[src/rtl/amm_burst_splitter.sv]
// amm_burst_splitter
// Turns each upstream Avalon-MM read or write burst into a run of single-beat
// transfers with incrementing byte addresses. This feeds a CDC bridge that
// only handles single beats. Read responses pass straight through, with no
// outstanding-read tracking. DATA_W must be a power of two and at least 8.
// The maximum burst length is 2^(BURST_W-1).
module amm_burst_splitter #(
    parameter int ADDR_W  = 32,
    parameter int DATA_W  = 64,
    parameter int BURST_W = 8
) (
    input  logic                  clk_i,
    input  logic                  rst_i,
    // upstream side (this block is the slave)
    input  logic [ADDR_W-1:0]     m_address_i,
    input  logic [BURST_W-1:0]    m_burstcount_i,
    input  logic                  m_read_i,
    input  logic                  m_write_i,
    input  logic [DATA_W-1:0]     m_writedata_i,
    input  logic [DATA_W/8-1:0]   m_byteenable_i,
    output logic                  m_waitrequest_o,
    output logic [DATA_W-1:0]     m_readdata_o,
    output logic                  m_readdatavalid_o,
    // downstream side (this block is the master, feeding the CDC bridge)
    output logic [ADDR_W-1:0]     s_address_o,
    output logic                  s_read_o,
    output logic                  s_write_o,
    output logic [DATA_W-1:0]     s_writedata_o,
    output logic [DATA_W/8-1:0]   s_byteenable_o,
    input  logic                  s_waitrequest_i,
    input  logic [DATA_W-1:0]     s_readdata_i,
    input  logic                  s_readdatavalid_i
);

    localparam int                BE_W  = DATA_W / 8;
    localparam logic [ADDR_W-1:0] BYTES = ADDR_W'(DATA_W / 8);

    typedef enum logic [1:0] {
        IDLE     = 2'd0,
        RD_BURST = 2'd1,
        WR_BURST = 2'd2
    } state_t;

    state_t               state_q;
    logic [ADDR_W-1:0]    addr_q;
    logic [BURST_W-1:0]   cnt_q;
    logic [BE_W-1:0]      be_q;

    logic [BURST_W-1:0]   burst_len_d;
    logic [ADDR_W-1:0]    addr_d;
    logic [BURST_W-1:0]   cnt_d;
    logic                 beat_fire;
    logic                 last_beat;

    // Read responses are never delayed or reordered, even during reset
    assign m_readdata_o      = s_readdata_i;
    assign m_readdatavalid_o = s_readdatavalid_i;

    // Burst bookkeeping: a zero burstcount still moves one beat
    always_comb begin
        burst_len_d = (m_burstcount_i == '0) ? BURST_W'(1) : m_burstcount_i;
        addr_d      = addr_q + BYTES;
        cnt_d       = cnt_q - BURST_W'(1);
        last_beat   = (cnt_q == BURST_W'(1));
        beat_fire   = !s_waitrequest_i &&
                      ((state_q == RD_BURST) ||
                       ((state_q == WR_BURST) && m_write_i));
    end

    // Handshake and datapath steering; reset forces the bus idle at once
    always_comb begin
        s_address_o     = addr_q;
        s_writedata_o   = m_writedata_i;
        s_byteenable_o  = be_q;
        s_read_o        = 1'b0;
        s_write_o       = 1'b0;
        m_waitrequest_o = 1'b1;
        if (!rst_i) begin
            case (state_q)
                IDLE: begin
                    // Writes are held one cycle so the first data beat is not
                    // consumed before the burst address has been latched
                    m_waitrequest_o = !(m_read_i && !m_write_i);
                end
                RD_BURST: begin
                    s_read_o = 1'b1;
                end
                WR_BURST: begin
                    s_write_o       = m_write_i;
                    s_byteenable_o  = m_byteenable_i;
                    // A stray read during a write burst must not look accepted
                    m_waitrequest_o = s_waitrequest_i || (m_read_i && !m_write_i);
                end
                default: begin
                    m_waitrequest_o = 1'b1;
                end
            endcase
        end
    end

    // Burst FSM: latch the command in IDLE, then step address/count per beat
    always_ff @(posedge clk_i) begin
        if (rst_i) begin
            state_q <= IDLE;
            addr_q  <= '0;
            cnt_q   <= '0;
            be_q    <= '0;
        end else begin
            case (state_q)
                IDLE: begin
                    if (m_write_i) begin
                        addr_q  <= m_address_i;
                        cnt_q   <= burst_len_d;
                        state_q <= WR_BURST;
                    end else if (m_read_i) begin
                        addr_q  <= m_address_i;
                        cnt_q   <= burst_len_d;
                        be_q    <= m_byteenable_i;
                        state_q <= RD_BURST;
                    end
                end
                RD_BURST, WR_BURST: begin
                    if (beat_fire) begin
                        addr_q <= addr_d;
                        cnt_q  <= cnt_d;
                        if (last_beat) begin
                            state_q <= IDLE;
                        end
                    end
                end
                default: begin
                    state_q <= IDLE;
                end
            endcase
        end
    end

endmodule

[config.mk]
export PLATFORM = sky130hd
export DESIGN_NAME = amm_burst_splitter
export DESIGN_NICKNAME = d
export VERILOG_FILES = /design/src/rtl/amm_burst_splitter.sv
export SDC_FILE = /design/constraint.sdc
export NUM_CORES = 1
export LEC_CHECK = 0
export ABC_AREA = 0
export BUFFER_PORTS_ARGS = -buffer_cell sky130_fd_sc_hd__buf_2
export CAP_MARGIN = 20
export CORE_AREA = 5 5 135 137
export DETAILED_ROUTE_END_ITERATION = 8
export DIE_AREA = 0 0 140 142
export GPL_ROUTABILITY_DRIVEN = 0
export SYNTH_ARGS = -nofsm -noshare
export SYNTH_HDL_FRONTEND = slang
export SYNTH_SLANG_ARGS = --single-unit
[constraint.sdc]
create_clock -name clk_i -period 3.3 [get_ports clk_i]
set_input_delay 0.66 -clock clk_i [delete_from_list [all_inputs] [get_ports clk_i]]
set_output_delay 0.66 -clock clk_i [all_outputs]
set_load 0.02 [all_outputs]
-- Yosys cells after proc, flatten, opt, wreduce, memory -nomap -nowiden
Index checks and enable logic that the tools add are counted.
- add/subtract/negate cells: 2
- equality and inequality tests: 6
- multiplexer cells: 22
- bitwise operators: 1
- reductions and logical operators: 15
- operators with widths (kind ; number):
    $mux W32 ; 3
    $pmux W32 S2 ; 1
    $mux W8 ; 6
    $add A32 B4 Y32 const B ; 1
    $pmux W8 S2 ; 1
    $reduce_and A3 Y1 ; 3
    $eq A8 B1 Y1 const B ; 1
    $logic_not A8 Y1 ; 1
    $mux W2 ; 4
    $sub A8 B1 Y8 const B ; 1
    $mux W1 ; 5
    $ne A2 B2 Y1 const B ; 2
    $pmux W2 S2 ; 1
    $logic_and A1 B1 Y1 ; 3
    $logic_not A1 Y1 ; 3
    $ne A3 B3 Y1 const B ; 1
    $eq A2 B1 Y1 const B ; 1
    $eq A2 B2 Y1 const B ; 1
    $logic_not A2 Y1 ; 1
    $logic_or A1 B1 Y1 ; 2
    $pmux W1 S2 ; 1
    $reduce_bool A2 Y1 ; 1
    $reduce_or A2 Y1 ; 1
    $not A1 Y1 ; 1
- flip-flop bits (word level): 50
- input bits: 182
- output and inout bits: 172
- word-level logic and storage cells: 50

-- Depth between registers and ports, before layout
- word-level depth: 6
- mapped depth: 10
- mapped depth without buffers: 7

-- Worst setup path after synthesis
OpenSTA, ideal clock, no wires.
- kind: reg-to-reg
- start point: register addr_q[3], in the netlist s_address_o[3]
- end point: register addr_q[31], in the netlist s_address_o[31]
- setup time: 0.057 ns
- arrival: 2.507 ns
- required time: 3.243 ns
- slack: 0.735 ns
- cell stages (with the launch flop): 8
- path buffers: 1
- clock period less this slack: 2.565 ns
- cell sequence: dfxtp_1 ha_1 nand3_1 or4_1 buf_2 or4_4 o41ai_2 a21o_1
- word-level cells in the longest chain between the ends: 3
- ends and longest elaborated chain (item ; RTL line ; text):
    start, declared ; 45 ; logic [ADDR_W-1:0] addr_q;
    start signal, assigned ; 112 ; addr_q <= m_address_i;
    start signal, assigned ; 116 ; addr_q <= m_address_i;
    start signal, assigned ; 124 ; addr_q <= addr_d;
    $add A32 B4 Y32 ; 62 ; addr_d = addr_q + BYTES;
    $mux W32 ; 123 ; if (beat_fire) begin
    $pmux W32 S2 ; 109 ; case (state_q)
Every way passes these cells. The select of a mux whose other input is x is not followed.
A chain may end at the register's enable or synchronous reset.

-- Worst setup path in the final report
- start point: register state_q[0]
- end point: output port s_byteenable_o[1]
- word-level cells in the longest chain between the ends: 3
- ends and longest elaborated chain (item ; RTL line ; text):
    start, declared ; 44 ; state_t state_q;
    start signal, assigned ; 104 ; state_q <= IDLE;
    start signal, assigned ; 114 ; state_q <= WR_BURST;
    start signal, assigned ; 119 ; state_q <= RD_BURST;
    $eq A2 B2 Y1 ; 79 ; case (state_q)
    $mux W8 ; 79 ;
    $mux W8 ; 78 ; if (!rst_i) begin
    end, declared ; 29 ; output logic [DATA_W/8-1:0] s_byteenable_o,
Every way passes these cells.

==> impl_metrics.prom <==
# TYPE chip_impl_metric gauge
chip_impl_metric{name="slew_violations",unit=""} 0
chip_impl_metric{name="detail-route-antenna-nets",unit=""} 0
chip_impl_info{name="hold_path_end",value="s_address_o[2]"} 1
chip_impl_metric{name="setup_viol",unit=""} 0
chip_impl_metric{name="floorplan.core_area",unit="sq mm"} 0.01694
chip_impl_info{name="r2r-start",value="s_address_o[3]"} 1
chip_impl_metric{name="finalCriticalPeriod",unit="ps"} 2702
chip_impl_info{name="ys.flop_type",value="sky130_fd_sc_hd__dfxtp_1"} 1
chip_impl_metric{name="power.density",unit="mW/mm^2"} 610.4
chip_impl_info{name="min_delay_worst_type",value="reg2reg"} 1
chip_impl_metric{name="synth_seq_area_share",unit=""} 0.2453
chip_impl_metric{name="arrival",unit="ps"} 2040
chip_impl_metric{name="timing.max_slew.rel_slack",unit=""} 0.4917
chip_impl_metric{name="h-tree-depth",unit=""} 2
chip_impl_metric{name="asyncSetResetFlopFracSynth",unit=""} 0
chip_impl_metric{name="globalRouteOverflowTotal",unit=""} 0
chip_impl_metric{name="fillerInstances",unit=""} 1915
chip_impl_metric{name="detailedRoute.firstIterationViolations",unit=""} 228
chip_impl_metric{name="ctsLongestPathBuffers",unit=""} 2
chip_impl_metric{name="count_of_buffers_inserted_at_the_top_level_ports",unit=""} 95
chip_impl_info{name="grt_setup_unrepaired",value="false"} 1
chip_impl_info{name="cts-root-buf",value="sky130_fd_sc_hd__clkbuf_16"} 1
chip_impl_metric{name="postSynthCellCount",unit=""} 541
chip_impl_info{name="outcome",value="finished, final reports clean"} 1
chip_impl_metric{name="reported_leakage_power",unit="nW"} 1.616
chip_impl_metric{name="cts.sink_count",unit=""} 50
chip_impl_metric{name="clk-insertion-delay-late",unit="ps"} 300
chip_impl_metric{name="yosys_register_bits",unit=""} 50
chip_impl_metric{name="max_freq",unit="MHz"} 370.1
chip_impl_metric{name="max_cap_violations",unit=""} 0
chip_impl_metric{name="place_hpwl",unit="mm"} 9.679
chip_impl_metric{name="multi_input_area",unit="sq mm"} 0.001963
chip_impl_metric{name="firstDrtPassIters",unit=""} 4
chip_impl_metric{name="cts_inserted_buffers",unit=""} 5
chip_impl_info{name="tritoncts",value="done"} 1
chip_impl_info{name="setup.worst_path.start_class",value="flop"} 1
chip_impl_metric{name="fin_util",unit=""} 0.2356
chip_impl_metric{name="ir_drop",unit="V"} 0.0002352
chip_impl_metric{name="worst-r2r-setup-slack",unit="ps"} 650
chip_impl_metric{name="row_count",unit=""} 48
chip_impl_metric{name="cts_post_setup_buffers_inserted",unit=""} 0
chip_impl_metric{name="gr-usage-met2",unit=""} 0.1897
chip_impl_metric{name="num_io_pins",unit=""} 354
chip_impl_metric{name="die-width",unit="microns"} 140
chip_impl_metric{name="fin_tns_setup",unit="ps"} 0
chip_impl_metric{name="worst-slew-pin-transition",unit="ps"} 755.5
chip_impl_metric{name="area_delta_synth_final",unit="%"} -2.208
chip_impl_metric{name="wl_per_cell",unit="microns"} 17.91
chip_impl_metric{name="timing.hold.worst_path_depth",unit=""} 2
chip_impl_metric{name="crit_fanout",unit=""} 9
chip_impl_metric{name="fp.dieH",unit="microns"} 142
chip_impl_metric{name="syn-num-nets",unit=""} 729
chip_impl_metric{name="start_util",unit=""} 0.2409
chip_impl_metric{name="postCtsResizedCells",unit=""} 0
chip_impl_info{name="timing.rr.end",value="s_address_o[31]"} 1
chip_impl_metric{name="initial_antenna_violation_count",unit=""} 4
chip_impl_metric{name="cts.hold.buffers_added",unit=""} 0
chip_impl_info{name="grt_most_used_layer",value="met2"} 1
chip_impl_info{name="setup.worst_path.class",value="reg2out"} 1
chip_impl_metric{name="grt_first_pass_wirelength",unit="mm"} 18.84
chip_impl_metric{name="dieArea",unit="sq mm"} 0.01988
chip_impl_metric{name="crit_required",unit="ps"} 2640
chip_impl_metric{name="grt_use_met3",unit=""} 0.04772
chip_impl_metric{name="synth.distinct_cells",unit=""} 55
chip_impl_metric{name="route.vias.total",unit=""} 3525
chip_impl_metric{name="grt_start_max_net_pins",unit=""} 58
chip_impl_metric{name="synth_enable_flop_cells",unit=""} 0
chip_impl_info{name="cp-end-kind",value="output port"} 1
chip_impl_metric{name="ys.warnings.count",unit=""} 0
chip_impl_metric{name="skew",unit="ps"} 4.463
chip_impl_metric{name="grt_pass1_vias",unit=""} 3228
chip_impl_metric{name="drt-total-wl",unit="mm"} 12.91
chip_impl_metric{name="syn-cell-area",unit="sq mm"} 0.004080
chip_impl_metric{name="ff2ff_path_depth",unit=""} 6
chip_impl_metric{name="register_area",unit="sq mm"} 0.001001
chip_impl_metric{name="power",unit="mW"} 2.435
chip_impl_info{name="launch_point_of_the_worst_hold_path",value="s_address_o[2]"} 1
chip_impl_metric{name="synthesis.area_per_instance",unit="sq um"} 7.542
chip_impl_metric{name="viasPerCell",unit=""} 4.889
chip_impl_metric{name="timing_hold_violations_final",unit=""} 0
chip_impl_metric{name="layout-drive-gt1-share",unit=""} 0.2626
chip_impl_metric{name="globalRouteMet1Util",unit=""} 0.1338
chip_impl_metric{name="final_net_count",unit=""} 682
chip_impl_metric{name="remaining_drc_errors",unit=""} 0
chip_impl_metric{name="cts.clk_slew.worst_paths",unit="ps"} 70
chip_impl_metric{name="track_usage",unit=""} 0.1204
chip_impl_metric{name="min_period_over_period",unit=""} 0.8187
-- cell usage in the layout (no fill, tap or decap), drive strengths merged, types with 7 or more instances in the layout --
master / count
nand3: 26
mux2: 9
nand4: 11
nor4: 7
nor3: 12
inv: 11
nor2: 27
dfxtp: 50
a211oi: 8
a31oi: 8
o21ai: 29
buf: 103
nor2b: 11
nand2: 46
mux2i: 10
a21oi: 40
-- kinds of logic (layout without fill, tap and decap cells) --
kind of cell | Yosys count | count (layout) | synth area share
AOI/OAI and AO/OA | 121 | 121 | 0.1855
xor gates and xnor gates | 2 | 2 | 0.004294
adders and majority gates | 6 | 6 | 0.01840
buffers and inverters | 168 | 122 | 0.2735
DFF | 50 | 50 | 0.2453
muxes | 19 | 19 | 0.04937
other | 0 | 1 | 0
and+or+nand+nor | 175 | 175 | 0.2236
-- routing by layer --
layer,share of wire,vias up
met4,0.061,6
met1,0.40,1622
li1,-,1698
met3,0.088,77
met5,0.0026,-
met2,0.44,122
-- metrics by stage --
stage	cell area (sq um)	instances	worst slack [ps]	hold WS (ps)
2_1_floorplan	4080	541	735.4	444.6
3_3_place_gp	3822	712	740.5	442.4
3_5_place_dp	3822	712	670.4	443.6
4_1_cts	3988	720	539.1	453.2
5_1_grt	3990	721	434.5	469.8
6_report	3990	721	598.3	450.0
-- critical path, cell delays in order, from the launching register on --
cell and delay, ps:
sky130_fd_sc_hd__dfxtp_1 330, sky130_fd_sc_hd__inv_1 80, sky130_fd_sc_hd__ha_1 220, sky130_fd_sc_hd__nor2b_1 570
sky130_fd_sc_hd__mux2_2 400, sky130_fd_sc_hd__buf_2 160
-- how the worst max path moves through the flow --
stage | from | to | slack (ps) | cells after the start
2_1_floorplan | s_address_o[3] | s_address_o[31] | 740 | 7
3_3_place_gp | s_address_o[3] | s_address_o[31] | 740 | 6
3_5_place_dp | s_address_o[3] | s_address_o[31] | 670 | 6
4_1_cts | state_q[0] | s_byteenable_o[1] | 540 | 5
5_1_grt | state_q[0] | s_byteenable_o[2] | 430 | 5
6_report | state_q[0] | s_byteenable_o[1] | 600 | 5
-- sequential cells by signal, summed over array words and instances, names as in the netlist --
register / cells
be_q: 8
cnt_q: 8
s_address_o: 32
state_q: 2
-- cell usage after synthesis, drive strengths merged (6+ instances only) --
cell / instances / area share
a211oi: 8 / 0.015
a21oi: 40 / 0.049
a31oi: 8 / 0.012
and3: 6 / 0.0095
buf: 131 / 0.24
clkbuf: 26 / 0.024
dfxtp: 50 / 0.25
ha: 6 / 0.018
inv: 11 / 0.010
mux2: 9 / 0.025
mux2i: 10 / 0.025
nand2: 46 / 0.042
nand3: 26 / 0.033
nand4: 11 / 0.017
nor2: 27 / 0.025
nor2b: 11 / 0.017
nor3: 12 / 0.015
nor4: 7 / 0.012
o21ai: 29 / 0.036
o32ai: 6 / 0.013
or4: 6 / 0.012
-- where the power goes --
group / switching, mW / internal (mW) / total, mW
Combinational: 0.610 / 0.343 / 0.954
Clock: 0.245 / 0.356 / 0.600
Sequential: 0.158 / 0.723 / 0.881
-- area by class of cell --
cell class	instances	share of cell area
well taps	225	0.07055
repair buffers	103	0.1342
multi-input cells	323	0.4920
clock inverters	3	0.01003
clock buffers	5	0.03136
diodes	1	0.0006272
inverters	11	0.01035
flip-flops and latches	50	0.2509
Power figures use the tool's default switching activity.
